`config.mk`:
```
export PLATFORM = sky130hd
export DESIGN_NAME = swc_pck_transfer_output
export DESIGN_NICKNAME = d
export VERILOG_FILES = /design/src/rtl/swc_pck_transfer_output.sv
export SDC_FILE = /design/constraint.sdc
export NUM_CORES = 1
export LEC_CHECK = 0
export CORE_MARGIN = 2
export CORE_UTILIZATION = 41
export CTS_CLUSTER_SIZE = 12
export DETAILED_ROUTE_END_ITERATION = 10
export GPL_TIMING_DRIVEN = 0
export PLACE_DENSITY_LB_ADDON = 0.05
export SLEW_MARGIN = 20
export SYNTH_ARGS = -nofsm -noshare
export SYNTH_HDL_FRONTEND = slang
export SYNTH_SLANG_ARGS = --single-unit
```
`constraint.sdc`:
```
create_clock -name clk_i -period 4.9 [get_ports clk_i]
set_input_delay 1.47 -clock clk_i [delete_from_list [all_inputs] [get_ports clk_i]]
set_output_delay 1.47 -clock clk_i [all_outputs]
set_load 0.03 [all_outputs]
```
`src/rtl/swc_pck_transfer_output.sv`:
```
// Output-port end of the page-transfer path.
// Accepts page descriptors from the transfer arbiter with a one-cycle ack
// pulse, buffers them in a small in-order FIFO and presents the head entry
// to the output block first-word-fall-through with a valid/ack handshake.
module swc_pck_transfer_output #(
    parameter int g_page_addr_width = 10,
    parameter int g_prio_width      = 3,
    parameter int g_fifo_depth      = 4
) (
    input  logic                            clk_i,
    input  logic                            rst_i,
    input  logic                            pti_transfer_data_valid_i,
    input  logic [g_page_addr_width-1:0]    pti_pageaddr_i,
    input  logic [g_prio_width-1:0]         pti_prio_i,
    output logic                            pti_transfer_data_ack_o,
    output logic                            ob_transfer_pck_o,
    output logic [g_page_addr_width-1:0]    ob_pageaddr_o,
    output logic [g_prio_width-1:0]         ob_prio_o,
    input  logic                            ob_transfer_ack_i,
    output logic [$clog2(g_fifo_depth):0]   ob_fifo_count_o
);

    localparam int PTR_W = $clog2(g_fifo_depth);
    localparam int CNT_W = PTR_W + 1;
    localparam int ENT_W = g_page_addr_width + g_prio_width;
    localparam logic [CNT_W-1:0] DEPTH_C = CNT_W'(g_fifo_depth);
    localparam logic [PTR_W-1:0] PTR_ONE = PTR_W'(1);
    localparam logic [CNT_W-1:0] CNT_ONE = CNT_W'(1);

    logic [ENT_W-1:0] mem [g_fifo_depth];
    logic [PTR_W-1:0] wr_ptr;
    logic [PTR_W-1:0] rd_ptr;
    logic [CNT_W-1:0] count;
    logic             ack;
    logic             push;
    logic             pop;

    // Accept/pop decisions from registered state only; the ack guard stops a
    // second accept of the same descriptor while the arbiter reacts to ack.
    always_comb begin
        push = pti_transfer_data_valid_i & (count != DEPTH_C) & ~ack;
        pop  = ob_transfer_ack_i & (count != '0);
    end

    // Descriptor storage; cleared on reset so the head fields read zero.
    always_ff @(posedge clk_i or posedge rst_i) begin
        if (rst_i) begin
            for (int i = 0; i < g_fifo_depth; i++) begin
                mem[i] <= '0;
            end
        end else if (push) begin
            mem[wr_ptr] <= {pti_pageaddr_i, pti_prio_i};
        end
    end

    // Pointers wrap modulo depth; count tracks push/pop, unchanged on both.
    always_ff @(posedge clk_i or posedge rst_i) begin
        if (rst_i) begin
            wr_ptr <= '0;
            rd_ptr <= '0;
            count  <= '0;
        end else begin
            if (push) begin
                wr_ptr <= wr_ptr + PTR_ONE;
            end
            if (pop) begin
                rd_ptr <= rd_ptr + PTR_ONE;
            end
            case ({push, pop})
                2'b10:   count <= count + CNT_ONE;
                2'b01:   count <= count - CNT_ONE;
                default: count <= count;
            endcase
        end
    end

    // One-cycle ack pulse in the cycle after an accept.
    always_ff @(posedge clk_i or posedge rst_i) begin
        if (rst_i) begin
            ack <= 1'b0;
        end else begin
            ack <= push;
        end
    end

    assign pti_transfer_data_ack_o      = ack;
    assign ob_transfer_pck_o            = (count != '0);
    assign {ob_pageaddr_o, ob_prio_o}   = mem[rd_ptr];
    assign ob_fifo_count_o              = count;

endmodule

```
# Yosys cells after proc, flatten, opt, wreduce, memory -nomap -nowiden
# Index checks and enable logic that the tools add are counted.
# Widths: inputs -> output; s select.
dict set report totals {
  reg_bits 60
  input_bits 17
  output_inout_bits 18
  wordCells 34
}
dict set report classes {
  add_sub_neg 4
  order_cmp 3
  n_eq_ne 3
  muxes 7
  bitwise 6
  n_reduce_logical 3
}
# cell n
set op_table {}
lappend op_table {{$bwmux 52} 1}
lappend op_table {{$mux 13} 3}
lappend op_table {{$bmux 13 s2} 1}
lappend op_table {{$demux 13 s2} 1}
lappend op_table {{$ge 3x3->1 const B} 2}
lappend op_table {{$not 2->3} 2}
lappend op_table {{$pmux 3 s2} 1}
lappend op_table {{$add 2x1->2 const B} 2}
lappend op_table {{$add 3x1->3 const B} 1}
lappend op_table {{$and 1x1->1} 3}
lappend op_table {{$lt 3x1->1 const B} 1}
lappend op_table {{$ne 3x3->1 const B} 1}
lappend op_table {{$reduce_bool 3->1} 1}
lappend op_table {{$sub 3x1->3 const B} 1}
lappend op_table {{$eq 2x1->1 const B} 1}
lappend op_table {{$eq 2x2->1 const B} 1}
lappend op_table {{$reduce_bool 2->1} 1}
lappend op_table {{$logic_and 1x1->1} 1}
lappend op_table {{$not 1->1} 1}

# Longest topological paths before layout
dict set report depth {
  word_depth 6
  depth_mapped 9
}

# Least setup slack after synthesis
# No wires, ideal clock.
dict set report synth_timing {
  kind {register -> output}
  startpoint {register rd_ptr[0]}
  endpoint {output ob_pageaddr_o[1]}
  arrival_time_ns 1.379
  required_time_ns 3.430
  setup_slack_ns 2.051
  path_stages_with_launch 4
  n_path_buf 2
  path_cell_list {dfrtp_1 > buf_2 > buf_2 > mux4_2}
}
dict set report synth_between {
  elab_chain_cells 4
}
# item line_no
set synth_lines {}
lappend synth_lines {{from (decl)} 32} ;# logic [PTR_W-1:0] rd_ptr;
lappend synth_lines {{from (signal assigned)} 67} ;# rd_ptr <= rd_ptr + PTR_ONE;
lappend synth_lines {{$not 2->3 (implied by the code)} 88} ;# assign {ob_pageaddr_o, ob_prio_o} = mem[rd_ptr];
lappend synth_lines {{$bmux 13 s2} 88}
lappend synth_lines {{$mux 13 (implied by the code) (2 in series)} 88}
lappend synth_lines {{to (decl)} 17} ;# output logic [g_page_addr_width-1:0] ob_pageaddr_o,
# Every way passes these cells. The select of a mux whose other input is x is not followed.

# Worst setup path in the final report
dict set report layout_timing {
  startpoint {register rd_ptr[0]}
  endpoint {output ob_pageaddr_o[4]}
}
# The elaborated chain is that of the path after synthesis.

==> impl_metrics.json <==
{
  "grt_start_max_net_pins": 61,
  "grt_pass1_vias": 1791,
  "postRouteAntennaNets": 0,
  "yosysSeqAreaShare": 0.549,
  "nFillCells": 530,
  "clock-root-buffer": "clkbuf_8",
  "worst-r2r-setup-slack_ns": 2.74,
  "arrival_ns": 2.40,
  "final_nets": 232,
  "gr-total-overflow": 0,
  "status": "complete, no violations",
  "antenna_found_initial": 0,
  "rows": 29,
  "synth_cell_type_count": 19,
  "drt_first_iter_violations": 31,
  "peakVddDrop_uv": 427,
  "dp_hpwl_um": 3730,
  "fmax_ghz": 0.258,
  "area_delta_synth_final_pct": 25.2,
  "synth-seq-cells": 60,
  "min_delay_path_depth": 1,
  "synth_cells": 164,
  "hold_viol_final": 0,
  "relSlewSlack": 0.508,
  "cts.sinks": 60,
  "setup_viol": 0,
  "finalCriticalPeriod_ns": 3.87,
  "fp.dieW_um": 85.7,
  "cts_tree": "yes",
  "numCtsBuffers": 9,
  "r2r_start": "ob_fifo_count_o[2]",
  "clk_pin_slew_ns": 0.06,
  "powerDensity_nw_per_um2": 800,
  "regToRegEndpoint": "ob_fifo_count_o[2]",
  "dieArea_sq_um": 7340,
  "cts_resized": 0,
  "postSynthAreaPerCell_sq_um": 16.7,
  "clock_path_buffers": 2,
  "ios": 35,
  "drc_errors": 0,
  "finalSetupTns_ns": 0,
  "grt_setup_unrepaired": "false",
  "wl_per_cell_um": 18.8,
  "vias": 1539,
  "layout_common_cells": "60 x dfrtp_1, 53 x mux2_2, 34 x clkdlybuf4s50_1",
  "io_buffer_count": 34,
  "die_h_um": 85.7,
  "syn_area_sq_um": 2730,
  "critPathMaxFanout": 10,
  "finalMaxSlewViolations": 0,
  "post_cts_buffers": 0,
  "critPathKind": "reg -> out",
  "wirelength_um": 5470,
  "drive_gt1_frac": 0.439,
  "start_util": 0.428,
  "hold_end": "mem[37]",
  "p_leak_uw": 0.00143,
  "cp-end-kind": "primary output",
  "required_ns": 3.43,
  "dr.pass1.iters": 4,
  "syn_nets": 187,
  "place.gp.congestion": 0.705,
  "reg2regPathDepth": 9,
  "maxCapViolCount": 0,
  "worstHoldStart": "mem[37]",
  "htreeDepth": 3,
  "worst_slew_pin_slew_ns": 0.738,
  "vias_per_cell": 5.29,
  "hold_path.class": "reg -> reg",
  "track_usage": 0.170,
  "worstSkewPairLatency_ns": 0.33,
  "final_common_cell": "dfrtp_1",
  "post-route-period-util": 0.791,
  "antennaDiodeCount": 0,
  "holdBufCountCts": 0,
  "fin_util": 0.536,
  "critPathLaunchType": "flop",
  "clock_skew_ns": 0.00535,
  "yosys_warnings": 0,
  "core_sq_um": 6390,
  "grt_pass1_wl_um": 9270
}
layout make-up:
cell class | count | area [sq um] | share of cell area
clock buffer | 12 | 155 | 0.0453
buffer | 8 | 63.8 | 0.0186
sequential | 60 | 1500 | 0.439
timing repair buffer | 34 | 340 | 0.0994
clock inverter | 4 | 95.1 | 0.0278
inverter | 7 | 28.8 | 0.00841
tap | 77 | 96.3 | 0.0281
multi-input combinational | 89 | 1140 | 0.334
registers in the layout, indices dropped and copies added (netlist names):
signal / flops
ob_fifo_count_o: 3
wr_ptr: 2
mem: 52
pti_transfer_data_ack_o: 1
rd_ptr: 2
metal layers:
metal  track usage  wire length [um]
met5             0                 0
met4        0.0866               130
met2         0.282              2740
met3        0.0356               180
met1         0.211              2420
cell usage after synthesis:
cell type	number	area [sq um]
and4bb_4	4	65.1
buf_2	3	15.0
buf_6	4	45.0
clkbuf_1	1	3.75
dfrtp_1	60	1500
fa_1	1	20.0
ha_1	5	62.6
inv_1	7	26.3
mux2_2	53	597
mux2i_1	1	10.0
mux4_2	13	293
nand2_1	1	3.75
nor2_1	1	3.75
nor3b_1	1	7.51
nor3b_2	1	12.5
o31a_1	1	8.76
or3_1	1	6.26
xnor2_1	3	26.3
xor2_1	3	26.3
through the flow:
step                worst slack (ns)  hold WS, ns  cell area, sq um  power [uW]  std cells
floorplan                       1.95        0.475              2730        1780        164
global placement                1.09        0.483              3170        2140        275
detailed placement              1.27        0.492              3170        2220        275
CTS                            0.955        0.507              3420        2780        291
global route                   0.890        0.525              3420        2900        291
finish                          1.03        0.501              3420        2740        291
cell families after synthesis:
family / count (synthesis) / synth area share
compound gates: 1 / 0.00320
fa+ha+maj: 6 / 0.0302
xor+xnor: 6 / 0.0192
buf+inv: 15 / 0.0329
flops: 60 / 0.549
mux: 67 / 0.329
simple gates: 9 / 0.0362
worst max path at each step:
stage                          to                       from  slack, ns  cells after the start
2_1_floorplan              mem[0]                      rst_i       1.95                      1
3_3_place_gp              mem[24]                      rst_i       1.09                      2
3_5_place_dp   ob_fifo_count_o[1]  pti_transfer_data_valid_i       1.27                      7
4_1_cts          ob_pageaddr_o[4]                  rd_ptr[0]       0.96                      4
5_1_grt          ob_pageaddr_o[3]                  rd_ptr[0]       0.89                      4
6_report         ob_pageaddr_o[4]                  rd_ptr[0]       1.03                      4
where the power goes:
part           internal [uW]  leakage (uW)  switching [uW]
Combinational            691      0.000588             607
Clock                    365      0.000127             185
Sequential               750      0.000716             140
Total                   1810       0.00143             931
worst max-delay path, stage by stage, from the launching register on:
cell	delay, ns
dfrtp_1	0.31
buf_2	0.22
buf_2	0.37
mux4_2	0.57
clkdlybuf4s50_1	0.61
(Power assumes the default switching activity.)
